**src/rtl/pll_reset_sequencer_pkg.sv**
```systemverilog
// Shared types and default timing for the PLL reset sequencer.
// The state encoding is visible on the debug port, so its values are fixed.
package pll_reset_sequencer_pkg;

  typedef enum logic [2:0] {
    RESET_PLL = 3'd0,
    WAIT_LOCK = 3'd1,
    STABLE    = 3'd2,
    RELEASE   = 3'd3,
    RUN       = 3'd4
  } seq_state_t;

  // Defaults assume the 25 MHz board reference clock.
  localparam int unsigned DEF_CHANNELS    = 3;
  localparam int unsigned DEF_LOCK_STABLE = 1024;
  localparam int unsigned DEF_STAGGER     = 16;
  localparam int unsigned DEF_TIMEOUT     = 250000;
  localparam int unsigned DEF_RST_PULSE   = 32;
  localparam int unsigned DEF_CNT_W       = 8;

  function automatic int unsigned max_of4(input int unsigned a, input int unsigned b,
                                          input int unsigned c, input int unsigned d);
    int unsigned m;
    m = a;
    if (b > m) m = b;
    if (c > m) m = c;
    if (d > m) m = d;
    return m;
  endfunction

endpackage

```
**src/rtl/pll_reset_sequencer_lock_sync.sv**
```systemverilog
// Two-flop synchroniser bringing the PLL lock flag into the reference clock domain.
module pll_lock_sync (
  input  logic clock,
  input  logic reset,
  input  logic locked,
  output logic locked_s
);

  logic meta;

  // NOTE: sequential state is written with <= so every flop samples pre-edge values.
  always_ff @(posedge clock or posedge reset) begin
    if (reset) begin
      meta     <= 1'b0;
      locked_s <= 1'b0;
    end else begin
      meta     <= locked;
      locked_s <= meta;
    end
  end

endmodule

```
**src/rtl/pll_reset_sequencer.sv**
```systemverilog
// Supervises an EHXPLLL lock output and sequences staggered per-domain resets.
// Define PLL_RESEQ_STATS_EN to build the lock-loss and retry counters.
module pll_reset_sequencer
  import pll_reset_sequencer_pkg::*;
#(
  parameter int unsigned CHANNELS    = DEF_CHANNELS,
  parameter int unsigned LOCK_STABLE = DEF_LOCK_STABLE,
  parameter int unsigned STAGGER     = DEF_STAGGER,
  parameter int unsigned TIMEOUT     = DEF_TIMEOUT,
  parameter int unsigned RST_PULSE   = DEF_RST_PULSE,
  parameter int unsigned CNT_W       = DEF_CNT_W
) (
  input  logic                clock,
  input  logic                reset,
  input  logic                locked,
  input  logic                sw_restart,
  output logic                pll_rst,
  output logic [CHANNELS-1:0] chan_reset,
  output logic                ready,
  output logic [2:0]          state,
  output logic [CNT_W-1:0]    lock_losses,
  output logic [CNT_W-1:0]    retries
);

  localparam int unsigned TIMER_W =
    $clog2(max_of4(TIMEOUT, LOCK_STABLE, RST_PULSE, CHANNELS * STAGGER)) + 1;

  localparam logic [TIMER_W-1:0] RST_LAST     = TIMER_W'(RST_PULSE - 1);
  localparam logic [TIMER_W-1:0] TIMEOUT_LAST = TIMER_W'(TIMEOUT - 1);
  localparam logic [TIMER_W-1:0] STABLE_LAST  = TIMER_W'(LOCK_STABLE - 1);
  localparam logic [TIMER_W-1:0] RELEASE_END  = TIMER_W'(CHANNELS * STAGGER);

  seq_state_t           cur, nxt;
  logic [TIMER_W-1:0]   timer, timer_nxt;
  logic [CHANNELS-1:0]  chan_nxt;
  logic                 locked_s;
  logic                 loss_evt, retry_evt;

  pll_lock_sync u_sync (
    .clock    (clock),
    .reset    (reset),
    .locked   (locked),
    .locked_s (locked_s)
  );

  // NOTE: every signal gets a default before the case so no latch can be inferred.
  always_comb begin
    nxt       = cur;
    timer_nxt = timer + 1'b1;
    loss_evt  = 1'b0;
    retry_evt = 1'b0;
    unique case (cur)
      RESET_PLL: if (timer == RST_LAST) begin
        nxt       = WAIT_LOCK;
        timer_nxt = '0;
      end
      WAIT_LOCK: if (locked_s) begin
        nxt       = STABLE;
        timer_nxt = '0;
      end else if (timer == TIMEOUT_LAST) begin
        nxt       = RESET_PLL;
        timer_nxt = '0;
        retry_evt = 1'b1;
      end
      STABLE: if (!locked_s) begin
        nxt       = WAIT_LOCK;
        timer_nxt = '0;
      end else if (timer == STABLE_LAST) begin
        nxt       = RELEASE;
        timer_nxt = '0;
      end
      RELEASE: if (!locked_s) begin
        nxt       = WAIT_LOCK;
        timer_nxt = '0;
        loss_evt  = 1'b1;
      end else if (timer == RELEASE_END) begin
        nxt       = RUN;
        timer_nxt = '0;
      end
      RUN: begin
        timer_nxt = '0;
        if (!locked_s) begin
          nxt      = WAIT_LOCK;
          loss_evt = 1'b1;
        end
      end
      default: begin
        nxt       = RESET_PLL;
        timer_nxt = '0;
      end
    endcase

    // A software restart overrides whatever the lock monitor decided this cycle.
    if (sw_restart && cur != RESET_PLL) begin
      nxt       = RESET_PLL;
      timer_nxt = '0;
      loss_evt  = 1'b0;
      retry_evt = 1'b0;
    end
  end

  // Release only ever clears bits of the current mask, so ordering cannot invert.
  always_comb begin
    chan_nxt = '1;
    unique case (nxt)
      RELEASE: begin
        chan_nxt = (cur == RELEASE) ? chan_reset : '1;
        for (int k = 0; k < int'(CHANNELS); k++) begin
          if (cur == RELEASE && int'(timer) == (k + 1) * int'(STAGGER) - 1)
            chan_nxt[k] = 1'b0;
        end
      end
      RUN:     chan_nxt = '0;
      default: chan_nxt = '1;
    endcase
  end

  always_ff @(posedge clock or posedge reset) begin
    if (reset) begin
      cur        <= RESET_PLL;
      timer      <= '0;
      pll_rst    <= 1'b1;
      chan_reset <= '1;
      ready      <= 1'b0;
    end else begin
      cur        <= nxt;
      timer      <= timer_nxt;
      pll_rst    <= (nxt == RESET_PLL);
      chan_reset <= chan_nxt;
      ready      <= (nxt == RUN);
    end
  end

  assign state = cur;

`ifdef PLL_RESEQ_STATS_EN
  always_ff @(posedge clock or posedge reset) begin
    if (reset) begin
      lock_losses <= '0;
      retries     <= '0;
    end else begin
      if (loss_evt && !(&lock_losses)) lock_losses <= lock_losses + 1'b1;
      if (retry_evt && !(&retries))    retries     <= retries + 1'b1;
    end
  end
`else
  logic stats_unused;
  assign stats_unused = loss_evt | retry_evt;
  assign lock_losses  = '0;
  assign retries      = '0;
`endif

endmodule

```
**config.mk**
```make
export PLATFORM = sky130hd
export DESIGN_NAME = pll_reset_sequencer
export DESIGN_NICKNAME = d
export VERILOG_FILES = /design/src/rtl/pll_reset_sequencer_pkg.sv /design/src/rtl/pll_reset_sequencer_lock_sync.sv /design/src/rtl/pll_reset_sequencer.sv
export SDC_FILE = /design/constraint.sdc
export NUM_CORES = 1
export LEC_CHECK = 0
export CAP_MARGIN = 20
export CORE_ASPECT_RATIO = 0.5
export CORE_MARGIN = 2
export CORE_UTILIZATION = 40
export CTS_BUF_LIST = sky130_fd_sc_hd__clkbuf_8
export CTS_CLUSTER_DIAMETER = 150
export DETAILED_ROUTE_END_ITERATION = 10
export GPL_TIMING_DRIVEN = 0
export SYNTH_ARGS = -nofsm -noshare
export SYNTH_HDL_FRONTEND = slang
export SYNTH_SLANG_ARGS = --single-unit
export TNS_END_PERCENT = 20
```
**constraint.sdc**
```tcl
create_clock -name clock -period 3 [get_ports clock]
set_input_delay 0.9 -clock clock [delete_from_list [all_inputs] [get_ports clock]]
set_output_delay 0.9 -clock clock [all_outputs]
set_load 0.05 [all_outputs]
```
==> impl_metrics.ini, run 1 <==
[run_status]
status = completed

[finish]
multiInputGateArea_um2 = 838
drive_above_1_share_pct = 17.8
area_growth_pct = 20.2
finalNetCount = 224
fin_area_um2 = 2040
ff_latch_area_um2 = 731
filler_cell_count = 368
antenna_cells = 0

[floorplan]
start_util_pct = 42.5
dieArea_um2 = 4800
fp.dieH_um = 50.0
die_x_um = 96.0
ios = 28
fp.coreArea_um2 = 3980
rows = 16

[critical_path]
crit_required_ns = 3.17
crit_type = flip-flop to flip-flop
reg2regPathDepth = 6
critPathArrivalTime_ns = 2.91
worstSetupStartpointType = flip-flop
worst_setup_path_end_kind = flip-flop
critPathMaxFanout = 10

[drt]
dr_total_vias = 1338
detail_route.iter0.violations = 84
wl_met1_um = 1690
wl_met2_um = 1340
met3_length_um = 219
routed_via_density = 4.90
ant_nets = 0
drc = 0
dr.pass1.iters = 4
wl_per_cell_um = 12.1
wirelength_um = 3290
top_layer = met4

[timing]
period_needed_ns = 2.75
worst_slew_margin_rel_pct = 55.3
fin_crit_sh_pct = 91.6
setup_viol = 0
rsz0062_at_grt = false
slew_viol_final = 0
timing.fmax_ghz = 0.364
tightestPinTransition_ns = 0.668
skew_ns = 0.00426
hold_viol = 0
setup_tns_ns = 0

[synthesis]
ys_seq_area_share_pct = 43.1
ys.flop_type = dfrtp_1
synth-async-reset-ratio_pct = 100
postSynthCellCount = 185
synth.cell_area_um2 = 1690
avgSynthCellArea_um2 = 9.16
synth_edf_count = 0
yosysWarnings = 0
ys_ff_latch = 29
synth_cell_types = 42

[global_route]
antenna_found_initial = 0
grt_pass1_vias = 1200
grt.overflow.total = 0
grt_start_max_net_pins = 18
grt_pass1_wl_um = 5690
groute.usage.overall_pct = 15.6

[clocking]
cts_made_buffers = 5
clkTransAtPathRegs_ns = 0.06
post_cts_buffers = 0
cts.htree.levels = 2
hold_buffers = 0
clockBufferDepth = 2
clock_latency_ns = 0.28
clock_sinks = 29
cts_resized = 0
cts_tree = yes
clockRootBuffer = clkbuf_8

[hold_path]
worstHoldPathType = flip-flop to flip-flop
whs_path_depth = 0

[power_and_ir_drop]
p_int_uw = 753
switching_share_pct = 35.9
comb_power_share_pct = 32.1
pwr-share-clk_pct = 27.3
p_per_area_nw_per_um2 = 577
p_leak_uw = 0.000944
p_sw_uw = 421
peakVddDrop_v = 0.000205
seqPwrFrac_pct = 40.6

[run]
cap_violations = 0

[placement]
dp_hpwl_um = 2450
portBuffers = 10
gp_congestion = 0.841
dpl-instance-area_um2 = 1950
==> cell families after synthesis <==
family | after synthesis | share of synthesized area [%]
buffers and inverters | 27 | 10.7
xor gates and xnor gates | 17 | 8.79
DFF | 29 | 43.1
AOI/OAI and AO/OA | 23 | 10.0
other | 1 | 0.221
and+or+nand+nor | 86 | 25.6
adders and majority gates | 2 | 1.48
==> layer usage <==
metal / vias to the layer above / track usage (%)
li1: 670 / -
met1: 621 / 21.7
met2: 40 / 22.5
met3: 7 / 5.20
met4: 0 / 5.71
met5: - / 0
==> worst max-delay path, stage by stage (launching register included) <==
cell     delay, ns
dfrtp_1       0.42
nor4_1        0.54
nand4_1       0.37
o211a_1       0.33
o41ai_4       0.67
buf_6         0.23
nor2_1        0.06
==> sequential cells by signal (all words and copies together) (netlist names) <==
register and cells:
u_sync.meta 1, state 3, u_sync.locked_s 1, pll_rst 1, timer 19, ready 1
chan_reset 3
==> layout by cell type, fill, tap and decap left out, types with 2 or more instances in the layout <==
cell             netlist  final
nor2_1                34     34
dfrtp_1               25     25
buf_4                 16     16
conb_1                 1     16
nand2_1               11     11
xor2_1                11     11
clkdlybuf4s50_1        0     10
nand3_1                9      9
inv_1                  6      8
o21ai_0                8      8
xnor2_1                6      6
clkbuf_8               0      6
nor3_1                 5      5
nand4_1                5      5
a21oi_1                5      5
and3_1                 4      4
dfstp_2                4      4
nor4_1                 3      3
buf_6                  2      2
nand2b_1               2      2
and4_1                 2      2
nor3b_1                2      2
or4_2                  2      2
ha_1                   2      2
==> synth_stat cells (all sizes together), types with 2 or more instances <==
| library cell | count | area, um^2 |
|---|---|---|
| clkbuf | 2 | 11.3 |
| o21ai | 8 | 40.0 |
| nand4 | 5 | 31.3 |
| nor3 | 5 | 25.0 |
| and4 | 3 | 27.5 |
| nand2b | 2 | 12.5 |
| ha | 2 | 25.0 |
| or4 | 3 | 25.0 |
| a21oi | 5 | 25.0 |
| xnor2 | 6 | 52.6 |
| dfstp | 4 | 105 |
| inv | 6 | 22.5 |
| dfrtp | 25 | 626 |
| nor4 | 3 | 18.8 |
| and3 | 4 | 25.0 |
| nand2 | 12 | 47.6 |
| nand3 | 9 | 45.0 |
| buf | 19 | 148 |
| xor2 | 11 | 96.3 |
| nor2 | 34 | 128 |
| nor3b | 2 | 15.0 |
==> path summary, 6_finish.rpt <==
path / end / start / slack, ns
max in group asynchronous: timer[5] / reset / 1.53
max: timer[15] / timer[15] / 0.25
min in group asynchronous: timer[1] / reset / 0.99
max reg2reg: timer[15] / timer[15] / 0.25
min: u_sync.locked_s / u_sync.meta / 0.35
min reg2reg: u_sync.locked_s / u_sync.meta / 0.35
==> power groups by stage <==
stage	Combinational, uW	Clock [uW]	Sequential (uW)
3_5_place_dp	377	0	483
2_1_floorplan	269	0	509
3_3_place_gp	370	0	481
5_1_grt	415	355	484
6_report	377	321	477
4_1_cts	378	333	476
==> cell type report <==
type                            instances  area share (%)
Clock inverter                          2           0.369
Clock buffer                            6            4.06
Tap cell                               54            3.32
Buffer                                 21            7.81
Sequential cell                        29            35.9
Inverter                                6            1.11
Multi-Input combinational cell        144            41.2
Timing Repair Buffer                   11            6.27
==> metrics by stage <==
stage               hold WS, ns  utilization (%)  power [uW]  setup slack, ns  std cells
floorplan                 0.331                -         778            0.829        200
global placement          0.333             48.1         851            0.336        264
detailed placement        0.337             48.8         860            0.297        265
CTS                       0.350             51.1        1190            0.275        273
global route              0.364             51.1        1250            0.106        273
finish                    0.348             51.1        1170            0.252        273
No activity file was read; power rests on OpenSTA's default activity.
==> run 2: changes to the inputs <==
--- a/config.mk
+++ b/config.mk
@@ -13,6 +13,8 @@
 export CTS_CLUSTER_DIAMETER = 150
 export DETAILED_ROUTE_END_ITERATION = 10
 export GPL_TIMING_DRIVEN = 0
+export PLACE_DENSITY = 0.69
+export SKIP_CTS_REPAIR_TIMING = 1
 export SYNTH_ARGS = -nofsm -noshare
 export SYNTH_HDL_FRONTEND = slang
 export SYNTH_SLANG_ARGS = --single-unit
==> impl_metrics.ini, run 2 (synthesis results as in run 1) <==
[timing]
worst_slew_margin_rel_pct = 55.0
rsz0062_at_grt = false
fin_crit_sh_pct = 89.6
slew_viol_final = 0
timing.fmax_ghz = 0.372
period_needed_ns = 2.69
hold_viol = 0
skew_ns = 0.00291
setup_viol = 0
setup_tns_ns = 0
tightestPinTransition_ns = 0.673

[floorplan]
fp.dieH_um = 50.0
ios = 28
die_x_um = 96.0
dieArea_um2 = 4800
start_util_pct = 42.5
fp.coreArea_um2 = 3980
rows = 16

[critical_path]
critPathArrivalTime_ns = 2.85
cp_cell_sequence = nor4_1 -> nand4_1 -> o211a_1 -> o41ai_4 -> buf_6 -> nor2_1
crit_required_ns = 3.16
worst_setup_path_end_kind = flip-flop
worstSetupStartpointType = flip-flop
cp_top_family = compound AO/OA/AOI/OAI gates
cpPeakStageDelay_ns = 0.67
critPathMaxFanout = 10
crit_type = flip-flop to flip-flop
cp_num_buf_inv = 1
cp_slowest_cell = o41ai_4

[drt]
wl_met1_um = 1620
drc = 0
wl_met2_um = 1500
dr_total_vias = 1366
top_layer = met4
routed_via_density = 5.00
dr.pass1.iters = 4
detail_route.iter0.violations = 82
met3_length_um = 196
wl_per_cell_um = 12.3
ant_nets = 0
wirelength_um = 3370

[finish]
final_common_cell = nor2_1
drive_above_1_share_pct = 18.7
finish.utilization_pct = 51.4
final_cell_mix = 34 x nor2_1, 25 x dfrtp_1, 16 x buf_4, 16 x conb_1
finalNetCount = 224
antenna_cells = 0
largest_reg_flops = 19
filler_cell_count = 373
fin_area_um2 = 2050
area_growth_pct = 20.8
regMostFlops = timer
final_cells = 273

[power_and_ir_drop]
p_leak_uw = 0.000944
finalPower_uw = 1210
peakVddDrop_v = 0.000172
p_per_area_nw_per_um2 = 593

[clocking]
cts_tree = yes
clockRootBuffer = clkbuf_8
clockBufferDepth = 2
clkTransAtPathRegs_ns = 0.06
cts_made_buffers = 5
clock_latency_ns = 0.28
cts.htree.levels = 2
clock_sinks = 29

[run]
cap_violations = 0

[placement]
gp_congestion = 0.817
place_inst = 264
dp_hpwl_um = 2310
portBuffers = 10
dpl-instance-area_um2 = 1920

[hold_path]
worstHoldPathType = flip-flop to flip-flop

[global_route]
grt_pass1_wl_um = 5860
antenna_found_initial = 0
grt.overflow.total = 0
groute.usage.overall_pct = 16.0
grt_start_max_net_pins = 30
grt_pass1_vias = 1334

[run_status]
status = completed
run 2: layer usage:
layer | GRT usage (%) | vias up
met4 | 7.14 | 0
met2 | 25.9 | 38
li1 | - | 673
met5 | 0 | -
met1 | 19.8 | 648
met3 | 4.28 | 7
run 2: worst paths after layout:
kind | end | start | slack, ns | cells after the start
setup / recovery | timer[11] | timer[11] | 0.31 | 6
max in group asynchronous | pll_rst | reset | 1.61 | 3
min in group asynchronous | timer[6] | reset | 0.88 | 2
hold / removal | u_sync.locked_s | u_sync.meta | 0.36 | 0
hold reg to reg | u_sync.locked_s | u_sync.meta | 0.36 | 0
setup reg to reg | timer[11] | timer[11] | 0.31 | 6
run 2: power by group:
group	leakage [uW]	switching (uW)	internal, uW
logic	0.000509	241	143
registers	0.000381	44.5	432
clock network	0.0000542	146	207
run 2: area by class of cell:
| cell class | count | area [um^2] | area share, % |
|---|---|---|---|
| inverters | 6 | 22.5 | 1.10 |
| plain buffers | 21 | 159 | 7.76 |
| well taps | 54 | 67.6 | 3.30 |
| multi-input cells | 144 | 838 | 41.0 |
| clock buffers | 7 | 96.3 | 4.71 |
| flip-flops and latches | 29 | 731 | 35.7 |
| repair buffers | 11 | 128 | 6.23 |
| clock inverters | 1 | 5.00 | 0.244 |
run 2: metrics by stage:
step | worst slack [ns] | hold WS [ns]
2_1_floorplan | 0.829 | 0.331
3_3_place_gp | 0.384 | 0.335
3_5_place_dp | 0.346 | 0.336
4_1_cts | 0.322 | 0.350
5_1_grt | 0.160 | 0.363
6_report | 0.313 | 0.356
